`config.mk`:
```
export PLATFORM = sky130hd
export DESIGN_NAME = div16u8_seq
export DESIGN_NICKNAME = d
export VERILOG_FILES = /design/src/rtl/div_pkg.sv /design/src/rtl/div_step.sv /design/src/rtl/div16u8_seq.sv
export SDC_FILE = /design/constraint.sdc
export NUM_CORES = 1
export LEC_CHECK = 0
export CAP_MARGIN = 5
export CORE_UTILIZATION = 52
export CTS_CLUSTER_SIZE = 40
export DETAILED_ROUTE_END_ITERATION = 6
export HOLD_SLACK_MARGIN = 0.08
export PLACE_DENSITY_LB_ADDON = 0.25
export REMOVE_ABC_BUFFERS = 1
export SETUP_SLACK_MARGIN = 0.4
export SLEW_MARGIN = 10
export SYNTH_ARGS = -nofsm -noshare
export SYNTH_HDL_FRONTEND = slang
export SYNTH_HIERARCHICAL = 1
export SYNTH_SLANG_ARGS = --single-unit
```
`constraint.sdc`:
```
create_clock -name clk -period 3.3 [get_ports clk]
set_input_delay 0.66 -clock clk [delete_from_list [all_inputs] [get_ports clk]]
set_output_delay 0.66 -clock clk [all_outputs]
set_load 0.05 [all_outputs]
```
`src/rtl/div_pkg.sv`:
```
// div_pkg: shared state encoding and sizing for the sequential divider.
package div_pkg;
  typedef enum logic [1:0] {IDLE, RUN, DONE} state_t;
  localparam int DW_DEFAULT = 8;
  localparam int CNT_W = $clog2(DW_DEFAULT);
endpackage

```
`src/rtl/div_step.sv`:
```
// div_step: one restoring-division step, shifts in a dividend bit and trial-subtracts the divisor.
module div_step #(
  parameter int DW = 8
) (
  input  logic [DW-1:0] i_r,
  input  logic          i_b,
  input  logic [DW-1:0] i_d,
  output logic [DW-1:0] o_r,
  output logic          o_q
);
  logic [DW:0] w_s, w_t;
  assign w_s = {i_r, i_b};
  assign w_t = w_s - {1'b0, i_d};
  // With R < divisor, a negative difference always sets the top bit.
  assign o_q = ~w_t[DW];
  assign o_r = o_q ? w_t[DW-1:0] : w_s[DW-1:0];
endmodule

```
`src/rtl/div16u8_seq.sv`:
```
// div16u8_seq: sequential unsigned restoring divider, 2*DW-bit dividend by DW-bit divisor,
// one quotient bit per cycle with valid/ready handshakes on both sides.
module div16u8_seq
  import div_pkg::*;
#(
  parameter int DW = DW_DEFAULT
) (
  input  logic            clk,
  input  logic            rst,
  input  logic            in_valid,
  output logic            in_ready,
  input  logic [2*DW-1:0] dividend,
  input  logic [DW-1:0]   divisor,
  output logic            out_valid,
  input  logic            out_ready,
  output logic [DW-1:0]   quotient,
  output logic [DW-1:0]   remainder,
  output logic            div_by_zero,
  output logic            overflow
);
  state_t r_state, w_next;
  logic [DW-1:0] r_rem, r_dvd, r_dvs, r_q, w_rem;
  logic [CNT_W-1:0] r_cnt;
  logic r_dz, r_ov, w_q, w_acc, w_dz, w_ov;
  assign in_ready = r_state == IDLE;
  assign out_valid = r_state == DONE;
  assign w_acc = in_valid && in_ready;
  assign w_dz = divisor == '0;
  assign w_ov = dividend[2*DW-1:DW] >= divisor;
  assign quotient = r_q;
  assign remainder = r_rem;
  assign div_by_zero = r_dz;
  assign overflow = r_ov;
  div_step #(.DW(DW)) u_step (
    .i_r(r_rem),
    .i_b(r_dvd[DW-1]),
    .i_d(r_dvs),
    .o_r(w_rem),
    .o_q(w_q)
  );
  always_ff @(posedge clk)
    if (rst) r_state <= IDLE;
    else r_state <= w_next;
  always_comb begin
    w_next = r_state;
    if (r_state == IDLE && w_acc) w_next = (w_dz || w_ov) ? DONE : RUN;
    if (r_state == RUN && r_cnt == '0) w_next = DONE;
    if (r_state == DONE && out_ready) w_next = IDLE;
  end
  // Low dividend half shifts out MSB-first; quotient bits shift in at the LSB.
  always_ff @(posedge clk)
    if (rst) begin
      r_rem <= '0;
      r_q <= '0;
      r_dvd <= '0;
      r_dvs <= '0;
      r_cnt <= '0;
      r_dz <= 1'b0;
      r_ov <= 1'b0;
    end else if (w_acc) begin
      r_dvd <= dividend[DW-1:0];
      r_dvs <= divisor;
      r_cnt <= CNT_W'(DW - 1);
      r_dz <= w_dz;
      r_ov <= !w_dz && w_ov;
      r_q <= (w_dz || w_ov) ? '1 : '0;
      r_rem <= w_dz ? dividend[DW-1:0] : w_ov ? '0 : dividend[2*DW-1:DW];
    end else if (r_state == RUN) begin
      r_rem <= w_rem;
      r_q <= {r_q[DW-2:0], w_q};
      r_dvd <= r_dvd << 1;
      r_cnt <= r_cnt - 1'b1;
    end
endmodule

```
# ---- Yosys cells after proc, flatten, opt, wreduce, memory -nomap -nowiden
# Index checks and enable logic that the tools add are counted.
# W data, S select, Z words.
dict set report op_classes {
  reduce_logical 14
  add_sub_neg 2
  n_lt_le_gt_ge 1
  n_mux 15
  n_bitwise 1
  n_eq_ne 2
}
# operator n
set ops {}
lappend ops {{$mux W8} 10}
lappend ops {{$sub A9 B8 Y9} 1}
lappend ops {{$ge A8 B8 Y1} 1}
lappend ops {{$logic_not A8 Y1} 1}
lappend ops {{$mux W2} 3}
lappend ops {{$mux W3} 2}
lappend ops {{$logic_and A1 B1 Y1} 5}
lappend ops {{$reduce_bool A2 Y1} 2}
lappend ops {{$logic_not A3 Y1} 1}
lappend ops {{$reduce_or A3 Y1} 1}
lappend ops {{$sub A3 B1 Y3 const B} 1}
lappend ops {{$eq A2 B1 Y1 const B} 1}
lappend ops {{$eq A2 B2 Y1 const B} 1}
lappend ops {{$logic_not A2 Y1} 1}
lappend ops {{$reduce_or A2 Y1} 1}
lappend ops {{$logic_not A1 Y1} 1}
lappend ops {{$logic_or A1 B1 Y1} 1}
lappend ops {{$not A1 Y1} 1}
dict set report totals {
  out_inout_bits 20
  register_bits 39
  input_bits 28
  word_cells 44
}

# ---- Depth between registers and ports, before layout
# Gate-level depths: netlist (run 1).
dict set report logic_depth {
  word_depth 5
  ltp_mapped 12
  mapped_depth_nobuf 12
}

# ---- Cells and area by module
# Netlist (run 1), hierarchy kept.
# mod instances cells_each seq_area_each_um2 area_each_um2
set by_module_without_submodules {}
lappend by_module_without_submodules {div16u8_seq 1 230 780.7 2008.2}
lappend by_module_without_submodules {div_step 1 58 0.0 485.5}

# ---- Least setup slack after synthesis (run 1)
# OpenSTA, ideal clock, no wires.
dict set report synth_path {
  path_kind {register to register}
  from {register r_rem[4], in the netlist remainder[4]}
  to {register r_rem[2], in the netlist remainder[2]}
  period_less_slack_ps 2839
  n_path_buf 0
  t_required_ps 3184
  slack_ps 461
  arrival_ps 2723
  setup_time_ps 116
  stages_incl_launch_ff 10
  path_cell_list {dfxtp_1 -> ha_1 -> a21oi_1 -> o21a_1 -> o31ai_4 -> xor2_4 -> mux2_2 -> a221oi_1 -> nor3_2 -> a31o_1}
}
dict set report synth_via {
  elab_chain_len 4
}
# item line_no
set synth_lines {}
lappend synth_lines {{start: declaration} div16u8_seq.sv:22} ;# logic [DW-1:0] r_rem, r_dvd, r_dvs, r_q, w_rem;
lappend synth_lines {{start signal: assignment} div16u8_seq.sv:67} ;# r_rem <= w_dz ? dividend[DW-1:0] : w_ov ? '0 : dividend[2*DW-1:DW];
lappend synth_lines {{start signal: assignment} div16u8_seq.sv:69} ;# r_rem <= w_rem;
lappend synth_lines {{$sub A9 B8 Y9} div_step.sv:13} ;# assign w_t = w_s - {1'b0, i_d};
lappend synth_lines {{$mux W8} div_step.sv:16} ;# assign o_r = o_q ? w_t[DW-1:0] : w_s[DW-1:0];
lappend synth_lines {{net w_rem[2]} div16u8_seq.sv:22}
lappend synth_lines {{$mux W8} div16u8_seq.sv:68} ;# end else if (r_state == RUN) begin
lappend synth_lines {{$mux W8} div16u8_seq.sv:60} ;# end else if (w_acc) begin
# The timed path passes the listed nets, and every way through them passes these cells. The select of a mux whose other input is x is not followed.
# A chain may end at the register's enable or synchronous reset.

# ---- Worst setup path in the final report (run 1)
dict set report layout_path {
  from {register r_dvd[7]}
  to {register r_rem[5], in the netlist remainder[5]}
}
dict set report layout_via {
  elab_chain_len 4
}
# item line_no
set layout_lines {}
lappend layout_lines {{start: declaration} div16u8_seq.sv:22}
lappend layout_lines {{start signal: assignment} div16u8_seq.sv:61} ;# r_dvd <= dividend[DW-1:0];
lappend layout_lines {{start signal: assignment} div16u8_seq.sv:71} ;# r_dvd <= r_dvd << 1;
lappend layout_lines {{$sub A9 B8 Y9} div_step.sv:13}
lappend layout_lines {{$mux W8} div_step.sv:16}
lappend layout_lines {{net w_rem[5]} div16u8_seq.sv:22}
lappend layout_lines {{$mux W8} div16u8_seq.sv:68}
lappend layout_lines {{$mux W8} div16u8_seq.sv:60}
# The timed path passes the listed nets, and every way through them passes these cells. The select of a mux whose other input is x is not followed.

==> flow_summary.toml, run 1 <==
[clocking]
post_cts_hold_buffer_count = 0
worst_skew_pair.late_latency_ps = 290
tritoncts = "done"
numCtsBuffers = 5
cts_buffer_depth = 2
clock-root-buffer = "sky130_fd_sc_hd__clkbuf_8"
clk_transition_reported_paths_ps = 80
htree_levels = 2
clock-sinks = 39

[hold_path]
min-delay-path-class = "reg2reg"

[sta]
timing.fmax_mhz = 361
fin_crit_ps = 2770
worst-slew-pin-transition_ps = 689
setup_slack_ps = 532
final_min_period_over_clock_period = 0.839
setup_tns_ps = 0
final-setup-viol-count = 0
finalClockSkew_ps = 6.17
final_hold_viol_count = 0
timing.slew.headroom = 0.540
rsz0062_at_grt = "no"
pins_over_slew_limit = 0

[critical_path]
critPathMostFrequentCell = "sky130_fd_sc_hd__inv_1"
maximum_fanout_count_along_the_critical_path = 8
cp_num_buf_inv = 2
slowest_stage = "sky130_fd_sc_hd__mux2_2"
worst-endpoint-required_ps = 3490
timing.setup.critical_path_class = "reg2reg"
worstPathArrival_ps = 2960
path_delay_family = "compound AO/OA/AOI/OAI gates"
end_kind = "flop"
critPathLaunchType = "flop"
timing.critical_path.slowest_cell_delay_ps = 390
path_cells = "inv_1, ha_1, inv_1, fa_2, a21o_1, a21oi_4, o31ai_4, xor2_4, mux2_2, a221oi_2, nor3_2, a31o_1"

[status]
violations = "DRC"
status = "complete, but fails checks"

[pwr]
vdd.ir_drop.worst_mv = 0.330
power.leakage_nw = 1.23
power.density_mw_per_mm2 = 599

[global_route]
grt_usage = 0.253
grt_antenna_before_repair = 0
largest_net_degree_at_the_start_of_global_routing = 43
number_of_global_route_vias_before_repair = 2124
grt_overflow_total = 0
first_pass_grt_wire_length_um = 10100

[floorplan]
die_height_um = 71.3
initial_utilization = 0.557
die_width_um = 71.3
placement_rows = 24
core_area_mm2 = 0.00447
ios = 48
design.die.area_mm2 = 0.00508

[drt]
drt_pre_antenna_iters = 6
detail_route.vias_per_cell = 5.91
routed_wire_length_per_instance_um = 15.7
route.vias.total = 2280
detailedRoute.firstIterationViolations = 128
antenna_left = 0
drt_drc_violations_left = 3
drt_wl_total_um = 6070

[yosys]
number_of_warning_messages_in_the_yosys_log = 6
netlist_instances = 288
yosysUniqueCellTypes = 51
number_of_enable_type_register_cells_in_the_synthesized_netlist = 0
yosys_register_bits = 39
ys_seq_area_frac = 0.313
netlist_area_mm2 = 0.00249
synthArstFlopShare = 0
syn_area_per_cell_um2 = 8.66
synth-main-ff-cell = "sky130_fd_sc_hd__dfxtp_1"

[layout]
layout-drive-gt1-share = 0.165
fillCellCount = 344
n_antenna_cell = 0
multiInputGateArea_mm2 = 0.00158
area_growth_syn_to_layout_pct = 25.9
layout.nets = 380
seqCellArea_um2 = 781

[placed_design]
pre_cts_slack_ps = 336
io_buffers = 47
place_congestion = 0.900
placed_wire_length_estimate_um = 4410

[job]
timing.max_cap.violations = 0
## per-stage QoR
step                      utilization  cell area, um2  cells  total power, mW  hold WS (ps)
after detailed placement        0.668            2990    377             1.50           449
after global placement          0.668            2990    377             1.49           442
final                           0.702            3140    386             1.88           459
after global routing            0.702            3140    386             1.99           482
after CTS                       0.693            3100    386             1.85           460
after floorplan                     -            2410    272             1.26           430
## Yosys cell counts (3+ instances only)
cell / number / area share
sky130_fd_sc_hd__nor2_1: 22 / 0.033
sky130_fd_sc_hd__clkbuf_1: 7 / 0.011
sky130_fd_sc_hd__o22ai_1: 8 / 0.020
sky130_fd_sc_hd__o31ai_2: 8 / 0.040
sky130_fd_sc_hd__buf_2: 7 / 0.014
sky130_fd_sc_hd__xor2_1: 3 / 0.011
sky130_fd_sc_hd__xnor2_1: 3 / 0.011
sky130_fd_sc_hd__nand2b_1: 4 / 0.010
sky130_fd_sc_hd__nand2_1: 23 / 0.035
sky130_fd_sc_hd__a21oi_1: 29 / 0.058
sky130_fd_sc_hd__o21ai_0: 4 / 0.0080
sky130_fd_sc_hd__nand3_1: 9 / 0.018
sky130_fd_sc_hd__a221oi_1: 13 / 0.046
sky130_fd_sc_hd__a31o_1: 7 / 0.025
sky130_fd_sc_hd__inv_1: 26 / 0.039
sky130_fd_sc_hd__nor3_2: 7 / 0.028
sky130_fd_sc_hd__o21a_1: 3 / 0.0090
sky130_fd_sc_hd__dfxtp_1: 39 / 0.31
sky130_fd_sc_hd__mux2_2: 7 / 0.032
sky130_fd_sc_hd__ha_1: 18 / 0.090
## final cells by class
| cell class | instances | area share |
|---|---|---|
| clock buffer | 5 | 0.0219 |
| clock inverter | 3 | 0.00637 |
| inverter | 28 | 0.0335 |
| multi-input combinational | 205 | 0.502 |
| sequential | 39 | 0.249 |
| tap | 52 | 0.0207 |
| timing repair buffer | 54 | 0.167 |
## cells by family after synthesis
| family | synth area share |
|---|---|
| DFF | 0.313 |
| buffers and inverters | 0.0758 |
| adders and majority gates | 0.0983 |
| xor gates and xnor gates | 0.0321 |
| muxes | 0.0401 |
| AOI/OAI and AO/OA | 0.264 |
| and+or+nand+nor | 0.177 |
## state kept, by name (all words and copies together) (netlist names)
name	count
r_dvd	8
r_dvs	8
r_state	2
remainder	8
div_by_zero	1
overflow	1
quotient	8
r_cnt	3
## worst paths after layout
kind / start / endpoint / slack, ps / depth (start not counted)
max: r_dvd[7] / remainder[5] / 530 / 12
min: r_dvs[1] / r_dvs[1] / 460 / 2
max reg2reg: r_dvd[7] / remainder[5] / 530 / 12
min reg2reg: r_dvs[1] / r_dvs[1] / 460 / 2
## placed cells by master, fill, tap and decap left out, types with 4 or more instances in the layout
cell,netlist,routed
sky130_fd_sc_hd__ha_1,18,18
sky130_fd_sc_hd__nand2_1,23,23
sky130_fd_sc_hd__buf_4,0,7
sky130_fd_sc_hd__nand3_1,9,9
sky130_fd_sc_hd__nand2b_1,4,4
sky130_fd_sc_hd__a221oi_2,0,7
sky130_fd_sc_hd__dfxtp_1,39,39
sky130_fd_sc_hd__clkbuf_8,0,5
sky130_fd_sc_hd__a21oi_1,29,29
sky130_fd_sc_hd__inv_1,26,26
sky130_fd_sc_hd__nor2_1,22,22
sky130_fd_sc_hd__nor3_2,7,7
sky130_fd_sc_hd__o21ai_0,4,4
sky130_fd_sc_hd__o22ai_1,8,8
sky130_fd_sc_hd__clkdlybuf4s50_1,0,47
sky130_fd_sc_hd__mux2_2,7,7
sky130_fd_sc_hd__a221oi_1,13,6
sky130_fd_sc_hd__o31ai_2,8,8
sky130_fd_sc_hd__a31o_1,7,7
## power by group
| part | internal [mW] | switching [mW] |
|---|---|---|
| Sequential | 0.540 | 0.0668 |
| Clock | 0.147 | 0.178 |
| Combinational | 0.408 | 0.542 |
| Total | 1.10 | 0.786 |
## what timing repair did
action | in CTS | in global routing
setup endpoints to repair | 7 | 8
pin swaps | 0 | 3
gates cloned | 0 | 0
buffers inserted | 1 | 0
gates resized for setup | 2 | 7
## worst register-to-register path, delay by kind of cell, from the launching register on
kind,cells,cell delay [ps]
DFF,1,320
muxes,1,390
buffers and inverters,2,130
adders and majority gates,2,510
AOI/OAI and AO/OA,5,980
xor gates and xnor gates,1,280
and+or+nand+nor,1,70
## routing by layer
metal | vias to the layer above | wire, um | global-route usage
met3 | 11 | 305 | 0.0478
met4 | 0 | 119 | 0.0733
met2 | 62 | 2860 | 0.412
met5 | - | 0 | 0
li1 | 1126 | - | -
met1 | 1081 | 2790 | 0.343
Power figures use the tool's default switching activity.
==> run 2: changes to the inputs <==
- CORE_UTILIZATION: 52 -> 47
- clock period: 3.3 -> 2.4 ns (I/O delays scaled with it)
==> flow_summary.toml, run 2 (synthesis gave the netlist of run 1 again) <==
[pwr]
power.leakage_nw = 1.64
post_layout_power_mw = 3.19
vdd.ir_drop.worst_mv = 0.578
power.density_mw_per_mm2 = 840

[floorplan]
initial_utilization = 0.488
ios = 48
die_width_um = 74.8
placement_rows = 26
core_area_mm2 = 0.00511
design.die.area_mm2 = 0.00560
die_height_um = 74.8

[critical_path]
end_kind = "flop"
worstPathArrival_ps = 2860
timing.setup.critical_path_class = "reg2reg"
cp_num_buf_inv = 3
path_delay_family = "compound AO/OA/AOI/OAI gates"
worst-endpoint-required_ps = 2600
path_cells = "inv_2, ha_4, inv_2, fa_2, a21o_1, a21oi_2, o31ai_4, xor2_4, buf_6, mux2_4, a221oi_4, nor3_2, a31o_1"
maximum_fanout_count_along_the_critical_path = 5
critPathLaunchType = "flop"
critPathMostFrequentCell = "sky130_fd_sc_hd__inv_2"
slowest_stage = "sky130_fd_sc_hd__dfxtp_2"
timing.critical_path.slowest_cell_delay_ps = 330

[clocking]
clk_transition_reported_paths_ps = 80
clock-sinks = 39
htree_levels = 2
cts_buffer_depth = 2
worst_skew_pair.late_latency_ps = 300
tritoncts = "done"
numCtsBuffers = 5
clock-root-buffer = "sky130_fd_sc_hd__clkbuf_8"
post_cts_hold_buffer_count = 0

[layout]
layout-drive-gt1-share = 0.358
layout_commonest_cell = "sky130_fd_sc_hd__buf_4"
multiInputGateArea_mm2 = 0.00180
area_growth_syn_to_layout_pct = 52.2
seqCellArea_um2 = 783
fillCellCount = 368
mostFrequentLayoutCells = "sky130_fd_sc_hd__buf_4 (53), sky130_fd_sc_hd__dfxtp_1 (37), sky130_fd_sc_hd__a21oi_1 (25), sky130_fd_sc_hd__nand2_1 (23), sky130_fd_sc_hd__nor2_1 (22)"
layout.nets = 431
n_antenna_cell = 0

[drt]
drt_wl_total_um = 7820
route.vias.total = 2609
routed_wire_length_per_instance_um = 17.2
detailedRoute.firstIterationViolations = 170
antenna_left = 0
detail_route.vias_per_cell = 5.73
drt_drc_violations_left = 0
drt_pre_antenna_iters = 5

[global_route]
grt_antenna_before_repair = 0
grt_usage = 0.277
first_pass_grt_wire_length_um = 11600
largest_net_degree_at_the_start_of_global_routing = 27
grt_overflow_total = 0
number_of_global_route_vias_before_repair = 2439

[sta]
final_min_period_over_clock_period = 1.11
final_hold_viol_count = 0
worst-slew-pin-transition_ps = 673
fin_crit_ps = 2660
setup_slack_ps = -259
finalClockSkew_ps = 8.08
timing.fmax_mhz = 376
timing.slew.headroom = 0.550
rsz0062_at_grt = "yes"
final-setup-viol-count = 8
pins_over_slew_limit = 0

[status]
status = "complete, but fails checks"
violations = "setup timing"

[job]
timing.max_cap.violations = 0

[placed_design]
placed_wire_length_estimate_um = 5100
io_buffers = 47
place_congestion = 0.796
pre_cts_slack_ps = -428

[hold_path]
min-delay-path-class = "reg2reg"
[run 2: what timing repair did]
item / CTS / global route
setup buffers: 6 / 2
gates resized for setup: 69 / 28
setup endpoints to repair: 28 / 20
pin swaps: 27 / 8
gates cloned: 0 / 1
[run 2: path summary, 6_finish.rpt]
kind	startpoint	end	slack (ps)	cells past startpoint
worst max-delay path	r_dvd[7]	remainder[4]	-260	13
worst min-delay path	r_dvs[5]	r_dvs[5]	460	2
worst max register to register	r_dvd[7]	remainder[4]	-260	13
worst min register to register	r_dvs[5]	r_dvs[5]	460	2
[run 2: metal layers]
metal  up-vias  global-route usage  part of all wire
li1       1236                   -                 -
met1      1259               0.357              0.43
met2        92               0.477              0.49
met3        22              0.0482             0.049
met4         0              0.0755             0.027
met5         -                   0                 0
[run 2: final cells by class]
type,instances,area share
clock inverter,2,0.00923
timing repair buffer,105,0.239
clock buffer,6,0.0218
sequential,39,0.206
tap,70,0.0231
inverter,28,0.0277
multi-input combinational,205,0.473
[run 2: per-stage QoR]
step	area [um2]	hold WS, ps	cells	utilization	TNS, ps
after floorplan	2410	430	272	-	-3150
final	3790	457	455	0.743	-1890
after CTS	3680	460	452	0.720	-1830
after detailed placement	3340	449	438	0.654	-5610
after global routing	3790	475	455	0.743	-2840
after global placement	3340	446	438	0.654	-4960
[run 2: power breakdown]
part	internal [mW]	total, mW	switching, mW	leakage [nW]
clock	0.337	0.585	0.249	0.0612
combinational	0.844	1.79	0.943	1.25
sequential	0.744	0.815	0.0712	0.323
[run 2: worst reg2reg max path: stages, from the launching register on]
cell and delay [ps]:
sky130_fd_sc_hd__dfxtp_2 330, sky130_fd_sc_hd__inv_2 70, sky130_fd_sc_hd__ha_4 130, sky130_fd_sc_hd__inv_2 40
sky130_fd_sc_hd__fa_2 330, sky130_fd_sc_hd__a21o_1 180, sky130_fd_sc_hd__a21oi_2 200, sky130_fd_sc_hd__o31ai_4 110
sky130_fd_sc_hd__xor2_4 170, sky130_fd_sc_hd__buf_6 160, sky130_fd_sc_hd__mux2_4 320, sky130_fd_sc_hd__a221oi_4 280
sky130_fd_sc_hd__nor3_2 60, sky130_fd_sc_hd__a31o_1 200
==> run 3: changes to the inputs <==
- CAP_MARGIN: 5 -> 25
- CORE_UTILIZATION: 47 -> 40
- SETUP_SLACK_MARGIN: 0.4 -> 0.5
==> flow_summary.toml, run 3 (synthesis gave the netlist of run 1 again) <==
[global_route]
number_of_global_route_vias_before_repair = 2553
first_pass_grt_wire_length_um = 12100
grt_usage = 0.249
grt_overflow_total = 0
largest_net_degree_at_the_start_of_global_routing = 24
grt_antenna_before_repair = 0

[critical_path]
crit-reg2reg-launch = "r_dvd[7]"
reg2reg_to = "remainder[6]"
end_kind = "flop"
timing.critical_path.slowest_cell_delay_ps = 350
critPathLaunchType = "flop"
slowest_stage = "sky130_fd_sc_hd__fa_2"
maximum_fanout_count_along_the_critical_path = 2
worstPathArrival_ps = 2920
worst-endpoint-required_ps = 2600
timing.setup.critical_path_class = "reg2reg"
path_cells = "inv_2, ha_4, inv_2, fa_2, a21o_1, a21oi_4, buf_4, buf_4, buf_6, o21ai_2, xor2_1, mux2_4, a221oi_2, nor3_2, a31o_1"
reg2reg_depth = 15
setup.reg_to_reg.worst_slack_ps = -320

[floorplan]
initial_utilization = 0.419
design.die.area_mm2 = 0.00655
placement_rows = 28
core_area_mm2 = 0.00596
ios = 48
die_height_um = 81.0
die_width_um = 81.0

[placed_design]
place_congestion = 0.814
placed_wire_length_estimate_um = 5190
io_buffers = 47
dp_cells = 444

[clocking]
clock-sinks = 39
clk_transition_reported_paths_ps = 80
clock-root-buffer = "sky130_fd_sc_hd__clkbuf_8"
numCtsBuffers = 5
worst_skew_pair.late_latency_ps = 300
htree_levels = 2
post_cts_hold_buffer_count = 0
tritoncts = "done"
cts_buffer_depth = 2

[sta]
timing.slew.headroom = 0.621
setup_slack_ps = -316
final_hold_viol_count = 0
rsz0062_at_grt = "yes"
final-setup-viol-count = 8
timing.fmax_mhz = 368
pins_over_slew_limit = 0
fin_crit_ps = 2720
setup_tns_ps = -2260
final_min_period_over_clock_period = 1.13
worst-slew-pin-transition_ps = 566
final.hold.worst_slack_ps = 461
finalClockSkew_ps = 4.71

[layout]
mostFrequentLayoutCells = "sky130_fd_sc_hd__buf_4 (60), sky130_fd_sc_hd__dfxtp_1 (35), sky130_fd_sc_hd__a21oi_1 (25), sky130_fd_sc_hd__nand2_1 (23), sky130_fd_sc_hd__nor2_1 (22)"
layout-drive-gt1-share = 0.420
layout_commonest_cell = "sky130_fd_sc_hd__buf_4"
area_growth_syn_to_layout_pct = 58.6
layout.nets = 441
n_antenna_cell = 0
finalNonFillerCells = 470

[status]
status = "complete, but fails checks"
violations = "setup timing"

[pwr]
power.density_mw_per_mm2 = 820
vdd.ir_drop.worst_mv = 0.649
power.leakage_nw = 1.69

[drt]
drt_pre_antenna_iters = 4
route.vias.total = 2619
drt_drc_violations_left = 0
drt_wl_total_um = 7930
routed_wire_length_per_instance_um = 16.9
detail_route.vias_per_cell = 5.57
detailedRoute.firstIterationViolations = 96
antenna_left = 0

[hold_path]
worstHoldPathCells = 2
worst_hold_startpoint = "r_dvs[6]"
min-delay-path-class = "reg2reg"
worst_hold_path.endpoint = "r_dvs[6]"

[job]
timing.max_cap.violations = 0
==> run 3: cell types whose count changed in the layout (fill, tap and decap cells not counted), sizes merged <==
cell           delta
buf              +18
bufinv            -1
clkbuf            -1
clkdlybuf4s15     +2
clkdlybuf4s50     -9
clkinv            -2
clkinvlp          +2
dlygate4sd2       +5
dlymetal6s2s      -4
==> run 3: repair_timing <==
item                                    4_1_cts  5_1_grt
resized for setup                           125       34
gates cloned                                  1        0
endpoints found under the setup margin       40       24
buffers inserted                             11        6
pin swaps                                    37       21
==> run 3: worst max-delay path by stage <==
stage                      start      endpoint  slack [ps]  cells after the start
floorplan           remainder[4]  remainder[1]        -430                      9
global placement        r_dvd[7]  remainder[7]        -370                     12
detailed placement      r_dvd[7]  remainder[3]        -460                     12
CTS                     r_dvd[7]  remainder[3]        -250                     13
global route            r_dvd[7]  remainder[6]        -400                     15
finish                  r_dvd[7]  remainder[6]        -320                     15
==> run 3: layer usage <==
metal	vias up	part of all wire	wire (um)	global-route usage
met2	74	0.51	4080	0.451
met5	-	0	0	0
met1	1272	0.41	3250	0.289
met4	0	0.032	255	0.100
li1	1253	-	-	-
met3	20	0.044	349	0.0393
==> run 3: report_power, final <==
group,switching (mW),total [mW],internal (mW)
Clock,0.257,0.519,0.262
Combinational,0.961,1.90,0.939
Sequential,0.0804,0.825,0.745
==> run 3: final cells by class <==
class	instances	area [um2]
fillers	494	2000
multi-input cells	205	1860
repair buffers	115	1000
flip-flops and latches	39	786
inverters	28	113
clock buffers	7	96.3
well taps	75	93.8
clock inverters	1	7.51
==> run 3: worst max-delay path, delay by kind of cell (launching register included) <==
kind                     cells  cell delay [ps]
XOR/XNOR                     1              180
adder cells (fa/ha/maj)      2              480
multiplexers                 1              270
AO/OA/AOI/OAI                5              890
AND/OR/NAND/NOR              1               60
flip-flops                   1              330
buffers and inverters        5              410
==> run 3: metrics by stage <==
| stage | util | instance area [um2] | power, mW | worst slack [ps] |
|---|---|---|---|---|
| 2_1_floorplan | - | 2410 | 1.73 | -432 |
| 3_3_place_gp | 0.563 | 3350 | 2.24 | -368 |
| 3_5_place_dp | 0.563 | 3350 | 2.26 | -463 |
| 4_1_cts | 0.643 | 3830 | 3.13 | -250 |
| 5_1_grt | 0.664 | 3960 | 3.39 | -395 |
| 6_report | 0.664 | 3960 | 3.24 | -316 |
==> patch 1 (settings of run 1) <==
`DW_DEFAULT`: 8 -> 16.
--- a/src/rtl/div_pkg.sv
+++ b/src/rtl/div_pkg.sv
@@ -2,5 +2,5 @@
 package div_pkg;
   typedef enum logic [1:0] {IDLE, RUN, DONE} state_t;
-  localparam int DW_DEFAULT = 8;
+  localparam int DW_DEFAULT = 16;
   localparam int CNT_W = $clog2(DW_DEFAULT);
 endpackage
Interface: changed (resized dividend, divisor, quotient and remainder); port bits go from 48 to 88. No check against the original RTL was run, so the function may have changed too.
==> patch 1 against run 1 <==
The run ends with setup timing left. Setup slack worse by 0.60 ns. Combinational power up 130%. Design area up 99%. Sequential share of layout area down 1.7 points. Sequential cell count up 33. Core utilization up 4.7 points. Cell count up 110%. Wire length up 150%. Maximum frequency down 18%. Total power up 110%. Critical path depth up 4. Area after synthesis up 83%.
==> patch 1: results (changes against run 1) <==
result of the run finished, violations left; violated checks setup timing; ranking of synthesized cells by area dfxtp_1, a21oi_1, ha_1, nand2_1, o21ai_0; Fin Clk Skew 0.0103 ns (+0.00417 ns); final routed wire length divided by cell count 18.5 um (+17%); Final GP Congestion 0.967 (+7.5%); final-stage net count 795 (+110%); largest fanout on the critical path 7 (-1); number of buffers added on ports 87 (+85%); hpwl dp 10200 um (+130%); Max rail drop VDD 403 uV (+22%); number of design-rule violations left by the first detailed-router iteration 405 (+220%); Worst EP arrival 3.65 ns (+0.69 ns); Synth Area in XOR/XNOR 3.23% (+0.020 points); Post-Place Cell Area 5710 um^2 (+91%); delay of the slowest cell on the worst path 0.41 ns (+0.02 ns); worst flop-to-flop path startpoint r_dvd[15]; top flip-flop cell by instance count after synthesis dfxtp_1; number of levels the H-tree was split into 3 (+1); endpoint with the worst hold slack r_dvs[2]; depth of the worst register-to-register path 16 (+4); maximum clock path buffer count 2 (unchanged); number of stages on the worst hold path 2 (unchanged); capturing point of the worst reg2reg path remainder[1]; slowest CP cell o41a_1; global-route wire length before repair 23100 um (+130%); antenna violations before repair 0 (unchanged); static power due to leakage 2.50 nW (+100%); post-synthesis share of cell area spent on full adders, half adders and majority gates 9.75% (-0.086 points); global router's overall resource usage 33.2% (+7.9 points); post-route worst hold slack 0.462 ns (+0.00245 ns); post-detailed-route via-to-cell ratio 6.05 (+2.3%); Hold WC Path Type reg -> reg; vias in the first global route 4698 (+120%); largest net degree at the start of global routing 44 (+2.3%); accumulated negative setup slack -0.288 ns (-0.288 ns); share of flip-flops with an asynchronous set or reset after synthesis 0% (unchanged); CTS clk-pin slew, worst paths approximately 0.090 ns; proportion of synthesized chip area in sequential cells 31.5% (+0.23 points); Final Non-Filler Cells 818 (+110%); hold path start r_dvs[2]; setup-violating endpoint count in the final report 10 (+10); post-synthesis compound-gate area fraction 27.1% (+0.74 points); layout filler cell count 619 (+80%); clock latency on the worst-skew pair 0.36 ns (+0.07 ns); top post-synthesis cells by count a21oi_1, nand2_1, dfxtp_1; post-synthesis instance total 591 (+110%); worst-case setup margin in the final layout -0.0725 ns (-0.605 ns); placed cell count 787 (+110%); share of synthesized area spent on multiplexers 4.46% (+0.45 points); Tightest Pin Transition 0.934 ns (+0.246 ns); share of post-route cells with drive strength above 1 17.1% (+0.64 points); number of buffers created by CTS 9 (+4); count of unique library cells instantiated by Yosys 61 (+20%)
## patch 1: how the worst max path moves through the flow
| stage | start | end | slack (ns) |
|---|---|---|---|
| finish | r_dvd[15] | remainder[1] | -0.07 |
| global route | r_dvd[15] | remainder[1] | -0.16 |
| CTS | r_dvd[15] | remainder[1] | 0.004 |
| detailed placement | divisor[13] | remainder[5] | -0.20 |
| global placement | dividend[16] | r_state[1] | -0.17 |
| floorplan | remainder[0] | remainder[2] | -0.35 |
## patch 1: logic make-up after synthesis
logic type / Yosys count
XOR/XNOR: 16
adder cells (fa/ha/maj): 35
AO/OA/AOI/OAI: 210
buffers and inverters: 86
multiplexers: 16
AND/OR/NAND/NOR: 156
flip-flops: 72
## patch 1: metrics by stage
stage	util, %	setup slack (ns)	power (mW)
floorplan	-	-0.351	2.27
global placement	68.5	-0.168	2.78
detailed placement	68.5	-0.196	2.84
CTS	73.4	0.00442	3.76
global route	74.9	-0.160	4.08
finish	74.9	-0.0725	3.92
## patch 1: tightest hold or removal path, cell delays in order, from the launching register on
cell	delay, ns
dfxtp_2	0.32
nand2_1	0.05
a21oi_1	0.05
## patch 1: layer usage
metal	routed length, um	vias to the layer above	share of wire [%]	track usage [%]
met3	1230	47	8.1	6.64
met1	6100	2330	40	41.5
met2	7290	254	48	54.7
met4	493	0	3.3	15.7
li1	-	2314	-	-
met5	0	-	0	0
## patch 1: area by class of cell
type,instances,area share [%]
Tap cell,105,2.10
Clock buffer,9,1.98
Clock inverter,7,0.961
Sequential cell,72,23.1
Inverter,53,3.18
Multi-Input combinational cell,433,47.5
Timing Repair Buffer,139,21.2
## patch 1: power by group
group	internal [mW]	switching (mW)	total [mW]
Clock	0.286	0.384	0.670
Sequential	0.981	0.100	1.08
Combinational	1.04	1.13	2.17
Total	2.31	1.61	3.92
## patch 1: timing repair
action / CTS / global route
gates resized for setup: 28 / 32
buffers inserted: 9 / 5
pin swaps: 28 / 13
cloned: 1 / 0
setup endpoints to repair: 35 / 35
==> patch 2 (config.mk and constraints of run 1) <==
Made on the original files. Re-encode `state_t` (3 states) as one-hot, 3 bits wide.
--- a/src/rtl/div_pkg.sv
+++ b/src/rtl/div_pkg.sv
@@ -1,5 +1,5 @@
 // div_pkg: shared state encoding and sizing for the sequential divider.
 package div_pkg;
-  typedef enum logic [1:0] {IDLE, RUN, DONE} state_t;
+  typedef enum logic [2:0] {IDLE = 3'b001, RUN = 3'b010, DONE = 3'b100} state_t;
   localparam int DW_DEFAULT = 8;
   localparam int CNT_W = $clog2(DW_DEFAULT);
Formal check against the unedited RTL: same outputs for any inputs over 10 cycles, from zero or initial values and one cycle with rst high; not proved beyond that.
==> patch 2 against run 1 <==
Design area shrank 0.32%. Total power up 2.2%. Wire length decreased by 2.5%. Setup slack worse by 0.0010 ns. Sequential cell count rose by 1. Combinational power decreased by 5.2%. Critical path type unchanged. The run still ends with DRC left. Synthesized cell count increased by 4.2%. Area after synthesis fell by 0.90%. Global-route usage is 0.43 points lower. Maximum frequency about the same.
==> patch 2: results (changes against run 1) <==
Worst EP arrival 2.92 ns (-0.04 ns); global router's overall resource usage 24.8% (-0.43 points); count of unique library cells instantiated by Yosys 47 (-7.8%); final routed wire length divided by cell count 14.8 um (-5.9%); violated checks DRC; largest net degree at the start of global routing 24 (-44%); Tightest Pin Transition 0.922 ns (+0.233 ns); hpwl dp 4230 um (-3.9%); top post-synthesis cells by count nand2_1, dfxtp_1, a21oi_1; number of nets with antenna violations after detailed routing 0 (unchanged); top flip-flop cell by instance count after synthesis dfxtp_1; global-route wire length before repair 9740 um (-3.6%); number of design-rule violations left by the first detailed-router iteration 175 (+37%); number of iterations in the first detailed-routing pass 6 (unchanged); post-detailed-route via-to-cell ratio 5.69 (-3.7%); maximum clock path buffer count 2 (unchanged); number of DRC violations after detailed routing 2 (-1); capturing point of the worst reg2reg path remainder[7]; layout filler cell count 359 (+4.4%); Max rail drop VDD 455 uV (+38%); depth of the worst register-to-register path 13 (+1); proportion of synthesized chip area in sequential cells 32.4% (+1.1 points); share of post-route cells with drive strength above 1 12.1% (-4.4 points); Final GP Congestion 0.869 (-3.4%); reg-to-reg setup timing slack 0.53 ns (about the same); vias in the first global route 2126 (+0.094%); final-stage net count 394 (+3.7%); ranking of synthesized cells by area dfxtp_1, ha_1, nand2_1, a21oi_1, o41ai_2; static power due to leakage 1.23 nW (about the same); Fin Clk Skew 0.00837 ns (+0.00220 ns); Synth Warn # 6 (unchanged); CTS clk-pin slew, worst paths 0.08 ns (about the same); result of the run finished, violations left; largest fanout on the critical path 4 (-4)
==> patch 2: cell count changes after synthesis, sizes merged, moves of 4 or more <==
cell / change
o21ai: +4
inv: -7
a31oi: +7
a21oi: +4
nand2: +27
a221oi: -13
o41ai: +6
nor3b: +4
nand3b: +6
o31ai: -8
a31o: -7
nor3: -10
==> patch 2: where the power goes <==
group          switching, mW  leakage [nW]  internal (mW)  total [mW]
logic                  0.513         0.839          0.387       0.901
clock network          0.176        0.0614          0.247       0.423
registers             0.0556         0.329          0.544       0.600
total                  0.744          1.23           1.18        1.92
==> patch 2: routing by layer <==
layer / share of wire, % / GRT usage (%)
met4: 0.93 / 8.67
met3: 5.3 / 3.85
met5: 0 / 0
met1: 45 / 32.3
met2: 49 / 42.1
==> patch 2: kinds of logic (layout without fill, tap and decap cells) <==
| family | after synthesis | after routing | share of synthesized area (%) |
|---|---|---|---|
| adder cells (fa/ha/maj) | 19 | 19 | 9.92 |
| buffers and inverters | 36 | 83 | 6.48 |
| AND/OR/NAND/NOR | 110 | 110 | 21.7 |
| multiplexers | 9 | 9 | 4.05 |
| AO/OA/AOI/OAI | 79 | 79 | 22.2 |
| flip-flops | 40 | 40 | 32.4 |
| XOR/XNOR | 7 | 8 | 3.24 |
==> patch 2: worst max-delay path, cell delays in order, from the launching register on <==
cell,delay (ns)
dfxtp_1,0.32
inv_1,0.07
ha_1,0.18
inv_1,0.06
fa_1,0.40
a21o_1,0.22
a21oi_4,0.23
o31ai_4,0.14
xor2_2,0.28
mux2_2,0.38
nor2_1,0.10
o22ai_1,0.08
o21ai_0,0.09
a21oi_1,0.08
==> patch 2: how the worst min path moves through the flow <==
| stage | from | end | slack, ns | cells after the start |
|---|---|---|---|---|
| floorplan | r_dvs[1] | r_dvs[1] | 0.43 | 2 |
| global placement | overflow | overflow | 0.44 | 2 |
| detailed placement | r_dvs[3] | r_dvs[3] | 0.45 | 2 |
| CTS | r_dvs[3] | r_dvs[3] | 0.46 | 2 |
| global route | r_dvs[1] | r_dvs[1] | 0.48 | 2 |
| finish | overflow | overflow | 0.46 | 2 |
==> patch 2: layout make-up <==
class | count | area share, %
Multi-Input combinational cell | 225 | 49.0
Inverter | 19 | 2.28
Tap cell | 52 | 2.08
Timing Repair Buffer | 56 | 17.2
Clock inverter | 2 | 1.24
Clock buffer | 6 | 2.64
Sequential cell | 40 | 25.6
==> patch 2: per-stage QoR <==
stage,worst slack (ns),instances,instance area [um^2]
floorplan,0.697,283,2380
global placement,0.430,390,2980
detailed placement,0.363,390,2980
CTS,0.474,398,3100
global route,0.421,400,3130
finish,0.531,400,3130
==> patch 2: repair_timing <==
| action | 4_1_cts | 5_1_grt |
|---|---|---|
| setup buffers | 0 | 1 |
| gates resized for setup | 0 | 1 |
| endpoints found under the setup margin | 0 | 8 |
